--- src/rtl/decode_stage.sv ---
// Decode stage of the 5-stage ARM pipeline.
// Holds the architectural register file and selects the two read addresses.
// Extends the immediate field and registers everything into the D/E register.
module decode_stage #(
    parameter int WIDTH = 32,
    parameter int NREGS = 16
) (
    input  logic             clock,
    input  logic             rst,
    input  logic             pipeEnable,
    input  logic             flushE,
    input  logic [31:0]      instD,
    input  logic [WIDTH-1:0] pcPlus8D,
    input  logic             regWriteW,
    input  logic [3:0]       wa3W,
    input  logic [WIDTH-1:0] resultW,
    output logic [3:0]       ra1D,
    output logic [3:0]       ra2D,
    output logic             validE,
    output logic [WIDTH-1:0] rd1E,
    output logic [WIDTH-1:0] rd2E,
    output logic [WIDTH-1:0] extImmE,
    output logic [3:0]       wa3E,
    output logic [3:0]       condE,
    output logic [1:0]       opE,
    output logic [5:0]       functE
);

    localparam logic [3:0] PC_REG = 4'hF;

    logic [WIDTH-1:0] regs_r [NREGS];

    logic [1:0]       op_s;
    logic [WIDTH-1:0] rd1_s;
    logic [WIDTH-1:0] rd2_s;
    logic [WIDTH-1:0] ext_imm_s;

    assign op_s = instD[27:26];

    // Rotate a value right by amt bits, wrapping modulo the data width.
    function automatic logic [WIDTH-1:0] ror_val(input logic [WIDTH-1:0] val,
                                                 input logic [4:0]       amt);
        logic [2*WIDTH-1:0] dbl;
        dbl = {val, val} >> amt;
        return dbl[WIDTH-1:0];
    endfunction

    // Combinational register read: R15 aliases PC+8, then same-cycle
    // writeback bypass, then the stored entry.
    function automatic logic [WIDTH-1:0] read_reg(input logic [3:0]       addr,
                                                  input logic [WIDTH-1:0] stored);
        logic [WIDTH-1:0] val;
        if (addr == PC_REG) begin
            val = pcPlus8D;
        end else if (regWriteW && (wa3W == addr)) begin
            val = resultW;
        end else begin
            val = stored;
        end
        return val;
    endfunction

    // Read-address selection: branches use R15 as base, stores read Rd as data.
    always_comb begin
        ra1D = instD[19:16];
        ra2D = instD[3:0];
        if (op_s == 2'b10) begin
            ra1D = PC_REG;
        end else begin
            ra1D = instD[19:16];
        end
        if (op_s == 2'b01) begin
            ra2D = instD[15:12];
        end else begin
            ra2D = instD[3:0];
        end
    end

    // Read data for both ports.
    always_comb begin
        rd1_s = read_reg(ra1D, regs_r[ra1D]);
        rd2_s = read_reg(ra2D, regs_r[ra2D]);
    end

    // Immediate extension selected by the op field.
    always_comb begin
        ext_imm_s = {WIDTH{1'b0}};
        case (op_s)
            2'b00: ext_imm_s = ror_val({{(WIDTH-8){1'b0}}, instD[7:0]},
                                       {instD[11:8], 1'b0});
            2'b01: ext_imm_s = {{(WIDTH-12){1'b0}}, instD[11:0]};
            2'b10: ext_imm_s = {{(WIDTH-24){instD[23]}}, instD[23:0]} << 2;
            2'b11: ext_imm_s = {WIDTH{1'b0}};
            default: ext_imm_s = {WIDTH{1'b0}};
        endcase
    end

    // Register file write; R15 writes are dropped because fetch owns the PC.
    always_ff @(posedge clock or posedge rst) begin
        if (rst) begin
            for (int i = 0; i < NREGS; i++) begin
                regs_r[i] <= {WIDTH{1'b0}};
            end
        end else if (regWriteW && (wa3W != PC_REG)) begin
            regs_r[wa3W] <= resultW;
        end
    end

    // D/E pipeline register: reset, then flush (beats stall), then load, else hold.
    always_ff @(posedge clock or posedge rst) begin
        if (rst) begin
            validE  <= 1'b0;
            rd1E    <= {WIDTH{1'b0}};
            rd2E    <= {WIDTH{1'b0}};
            extImmE <= {WIDTH{1'b0}};
            wa3E    <= 4'h0;
            condE   <= 4'h0;
            opE     <= 2'b00;
            functE  <= 6'h00;
        end else if (flushE) begin
            validE  <= 1'b0;
            rd1E    <= {WIDTH{1'b0}};
            rd2E    <= {WIDTH{1'b0}};
            extImmE <= {WIDTH{1'b0}};
            wa3E    <= 4'h0;
            condE   <= 4'h0;
            opE     <= 2'b00;
            functE  <= 6'h00;
        end else if (pipeEnable) begin
            validE  <= 1'b1;
            rd1E    <= rd1_s;
            rd2E    <= rd2_s;
            extImmE <= ext_imm_s;
            wa3E    <= instD[15:12];
            condE   <= instD[31:28];
            opE     <= op_s;
            functE  <= instD[25:20];
        end else begin
            validE  <= validE;
            rd1E    <= rd1E;
            rd2E    <= rd2E;
            extImmE <= extImmE;
            wa3E    <= wa3E;
            condE   <= condE;
            opE     <= opE;
            functE  <= functE;
        end
    end

endmodule

--- config.mk ---
export PLATFORM = sky130hd
export DESIGN_NAME = decode_stage
export DESIGN_NICKNAME = d
export VERILOG_FILES = /design/src/rtl/decode_stage.sv
export SDC_FILE = /design/constraint.sdc
export NUM_CORES = 2
export LEC_CHECK = 0
export BUFFER_PORTS_ARGS = -buffer_cell sky130_fd_sc_hd__buf_2
export CAP_MARGIN = 0
export CELL_PAD_IN_SITES_DETAIL_PLACEMENT = 1
export CELL_PAD_IN_SITES_GLOBAL_PLACEMENT = 2
export CORE_MARGIN = 3
export CORE_UTILIZATION = 37
export DETAILED_ROUTE_END_ITERATION = 8
export GPL_ROUTABILITY_DRIVEN = 0
export PLACE_DENSITY_LB_ADDON = 0.1
export SLEW_MARGIN = 25
export SYNTH_ARGS = -nofsm -noshare
export SYNTH_HDL_FRONTEND = slang
export SYNTH_SLANG_ARGS = --single-unit
--- constraint.sdc ---
create_clock -name clock -period 39.5 [get_ports clock]
set_clock_uncertainty 0.15 [all_clocks]
set_input_delay 7.9 -clock clock [delete_from_list [all_inputs] [get_ports clock]]
set_output_delay 7.9 -clock clock [all_outputs]
set_load 0.01 [all_outputs]
; ---- Word level (Yosys, flattened, before mapping)
; Index checks and enable logic that the tools add are counted.
; Widths: inputs -> output; s select.
[classes]
magnitude_cmp = 4
eq_ne = 8
shift = 1
n_mux = 32
bitwise = 3
n_reduce_logical = 6
[ops]
columns = cell, n
row1 = $bwmux 512, 1
row2 = $mux 32, 15
row3 = $bmux 32 s4, 2
row4 = $demux 32 s4, 1
row5 = $pmux 32 s4, 1
row6 = $shr 40x5->32, 1
row7 = $mux 4, 6
row8 = $ge 5x5->1 const B, 3
row9 = $not 4->5, 3
row10 = $mux 6, 2
row11 = $eq 4x4->1, 2
row12 = $eq 4x4->1 const B, 2
row13 = $lt 5x1->1 const B, 1
row14 = $eq 2x2->1 const B, 2
row15 = $logic_and 1x1->1, 4
row16 = $mux 2, 2
row17 = $ne 4x4->1 const B, 1
row18 = $eq 2x1->1 const B, 1
row19 = $logic_not 2->1, 1
row20 = $mux 1, 2
row21 = $reduce_bool 2->1, 1
[word_totals]
register_bits = 625
in_bits = 105
word_cells = 78

; ---- Logic depth before layout (Yosys ltp)
[depth]
depth_word = 10
ltp_mapped = 11

; ---- Worst setup path after synthesis
; OpenSTA, ideal clock, no wires.
[synth_timing]
path_kind = input to output
start = input instD[27]
end = output ra2D[0]
arrival_time_ps = 8852
t_required_ps = 31450
path_slack_ps = 22598
stages = 7
path_buffers = 4
path_cell_list = nand2b_1 buf_4 a21oi_4 inv_2 buf_2 buf_2 buf_2
[synth_via]
elab_chain_cells = 2
[synth_lines]
columns = element, line_no
row1 = "start, declared", 12  ; input logic [31:0] instD,
row2 = $eq 2x1->1, 72  ; if (op_s == 2'b01) begin
row3 = $mux 4, 72
row4 = "end, declared", 18  ; output logic [3:0] ra2D,
; No other way between the ends.

; ---- Final worst setup path
[layout_timing]
start = input instD[27]
end = output ra1D[3]
[layout_via]
elab_chain_cells = 2
[layout_lines]
columns = element, line_no
row1 = $eq 2x2->1, 67  ; if (op_s == 2'b10) begin
row2 = $mux 4, 67
row3 = "end, declared", 17  ; output logic [3:0] ra1D,
; No other way between the ends.

==> metrics.csv <==
metric;value;unit
synth_area_leader_cell;dfrtp_1;
cp_num_cells;8;
post_synth.cell_area_avg;9.90;um2
synthMuxAreaShare;13.7;%
max_slew_margin;24.2;%
worstSetupPathType;in2out;
clockBufferDepth;3;
layout_common_cells;dfrtp_1 (625), nand2_1 (389), o21ai_0 (325);
die_h;310;um
htreeDepth;3;
final_common_cell;dfrtp_1;
grt_pass1_wl;223000;um
hold_class;reg2reg;
ys_async_sr_fraction;100;%
cellPowerDensity;51.7;nW/um2
ys_seq_area_share;45.6;%
ys_ff_latch;625;
place_ws;20.62;ns
hold_start;regs_r[1];
synth.distinct_cells;76;
drcViolationCount;0;
cp_top_family;buffers and inverters;
fin_util;42.3;%
wl;153000;um
synthesis.area;34300;um2
cp_max_fo;36;
dp_hpwl;84600;um
wire_per_inst;32.2;um
track_usage;31.4;%
setup_violations;0;
synth_simple_gate_area_share;8.59;%
viasPerCell;6.36;
crit_buf_inv;6;
maxCapViolCount;0;
crit_path_frequent_cell;buf_4;
io_pins;226;
ff2ff_setup_slack;37.36;ns
cts_tree;yes;
yosysWarnings;0;
cp-startpoint;instD[27];
fin_crit;19.00;ns
stdcell_count;4755;
crit_chain;buf_2 > nor2b_4 > buf_4 > buf_4 > nor2_4 > buf_4 > inv_1 > buf_2;
leakagePower;0.0164;uW
numCtsBuffers;78;
synth_area_leaders;dfrtp_1 (46%), mux2_2 (9.2%), a211oi_1 (5.7%), o21ai_0 (4.7%), nand2_1 (4.3%);
layout_setup_ws;20.50;ns
rsz0062_at_grt;false;
r2r_cells;5;
drtIter0Drc;2402;
grt_max_degree;163;
die_area;96300;um2
vias;30200;
die_w;310;um
cp.required;31.45;ns
cp_slowest_cell;buf_4;
post-route-period-util;48.1;%
critPathCaptureType;output pin;
synth.top_cell.area_share;45.6;%
slew_violations;0;
nets;3552;
ant_nets;0;
cts-root-buf;clkbuf_16;
hold_violations;0;
finalSetupTns;0;ns
postCtsHoldBufs;0;
max_stage_delay;0.66;ns
firstDrtPassIters;7;
synth_xor_area_share;0.201;%
synth_fa_ha_area_share;0;%
r2r-end;rd1E[25];
clock_sinks;625;
cts_setup_buffers;0;
r2r-start;regs_r[377];
row_count;111;
place_inst;4607;
synth_compound_area_share;25.3;%
worst_pin_slew;1.13;ns
synth_top_family_by_area;compound AO/OA/AOI/OAI gates;
synthCells;3461;
antenna_found_initial;7;
core;91800;um2
arrival;10.95;ns
synth-main-ff-cell;dfrtp_1;
clk_pin_slew;0.06;ns
crit_end;ra1D[3];
cts_resized;0;
clk_latency;0.65;ns
crit_path_start_kind;input pin;
status;finished, final reports clean;
areaGrowthSynthToFinish;13.2;%
synth_edf_count;0;
max_freq;0.0526;GHz
synth_nets;3566;
irDropWorstVdd;0.0384;mV
grt_pass1_vias;31600;
grt-ovfl-total;0;
drive_gt1_share;23.0;%
initial_core_util;37.3;%
portBuffers;225;
-- kinds of logic (layout without fill, tap and decap cells) --
kind of cell	count (synthesis)	in the layout
XOR/XNOR	7	7
flip-flops	625	625
other	0	4
AND/OR/NAND/NOR	655	655
buffers and inverters	536	583
multiplexers	431	431
AO/OA/AOI/OAI	1207	1207
-- worst register-to-register path, cell delays in order (launching register included) --
cell      delay (ns)
dfrtp_1         0.40
mux2_2          0.26
o21ai_0         0.17
o22ai_1         0.20
o211ai_1        0.60
a41oi_1         0.19
-- synthesized netlist by cell type, types with 5 or more instances --
cell type,instances
o21ai_0,325
inv_2,5
a22o_1,21
nand3_1,49
a21oi_1,119
a31oi_1,6
buf_6,7
o22ai_1,37
nor3_1,18
clkbuf_1,254
nand4_1,18
buf_4,12
a32oi_1,34
buf_2,91
mux2i_1,132
a22oi_1,68
a2111oi_2,30
nor2_1,84
inv_1,142
o221ai_1,75
or4_1,15
nand2_1,390
a221o_1,15
a2bb2oi_1,16
a32o_1,9
o21a_1,31
o211ai_1,77
mux2_1,18
buf_1,21
nor2b_1,36
o221ai_2,20
nand2b_1,15
mux2_2,280
dfrtp_1,625
a211oi_1,262
o2111a_1,30
a21o_1,7
-- per-layer routing --
layer	global-route usage, %	vias to the layer above	wire [um]
li1	-	12800	-
met3	5.07	338	9030
met4	11.6	2	5710
met2	52.0	1114	72700
met1	41.4	16000	65600
met5	0	-	13
-- report_power, final --
group,internal (uW),switching [uW]
Combinational,167,246
Sequential,760,93.6
Clock,439,300
-- final cells by class --
cell class,instances,area (um2)
antenna,4,10.0
clock buffer,123,2460
clock inverter,18,161
fill,10100,53000
inverter,147,569
multi-input combinational,2300,16600
sequential,625,15600
tap,1243,1560
timing repair buffer,295,1790
-- through the flow --
step                      total power [uW]  cell area [um2]  hold WS [ns]
after floorplan                       1120            34300         0.297
after global placement                1250            36100         0.237
after detailed placement              1270            36100         0.242
after CTS                             2020            38700         0.255
after global routing                  2100            38800         0.261
final                                 2010            38800         0.258
-- state kept, by name (all words and copies together), names as in the netlist --
signal,cells
opE,2
rd1E,32
extImmE,32
condE,4
regs_r,512
functE,6
wa3E,4
validE,1
rd2E,32
-- worst min-delay path by stage --
stage                       endpoint  slack (ns)  depth (start not counted)
final                      regs_r[1]        0.26                          0
after global routing       regs_r[3]        0.26                          0
after CTS                  regs_r[3]        0.26                          0
after detailed placement  regs_r[30]        0.24                          0
after global placement    regs_r[31]        0.24                          0
after floorplan           regs_r[31]        0.30                          1
(Power assumes the default switching activity.)
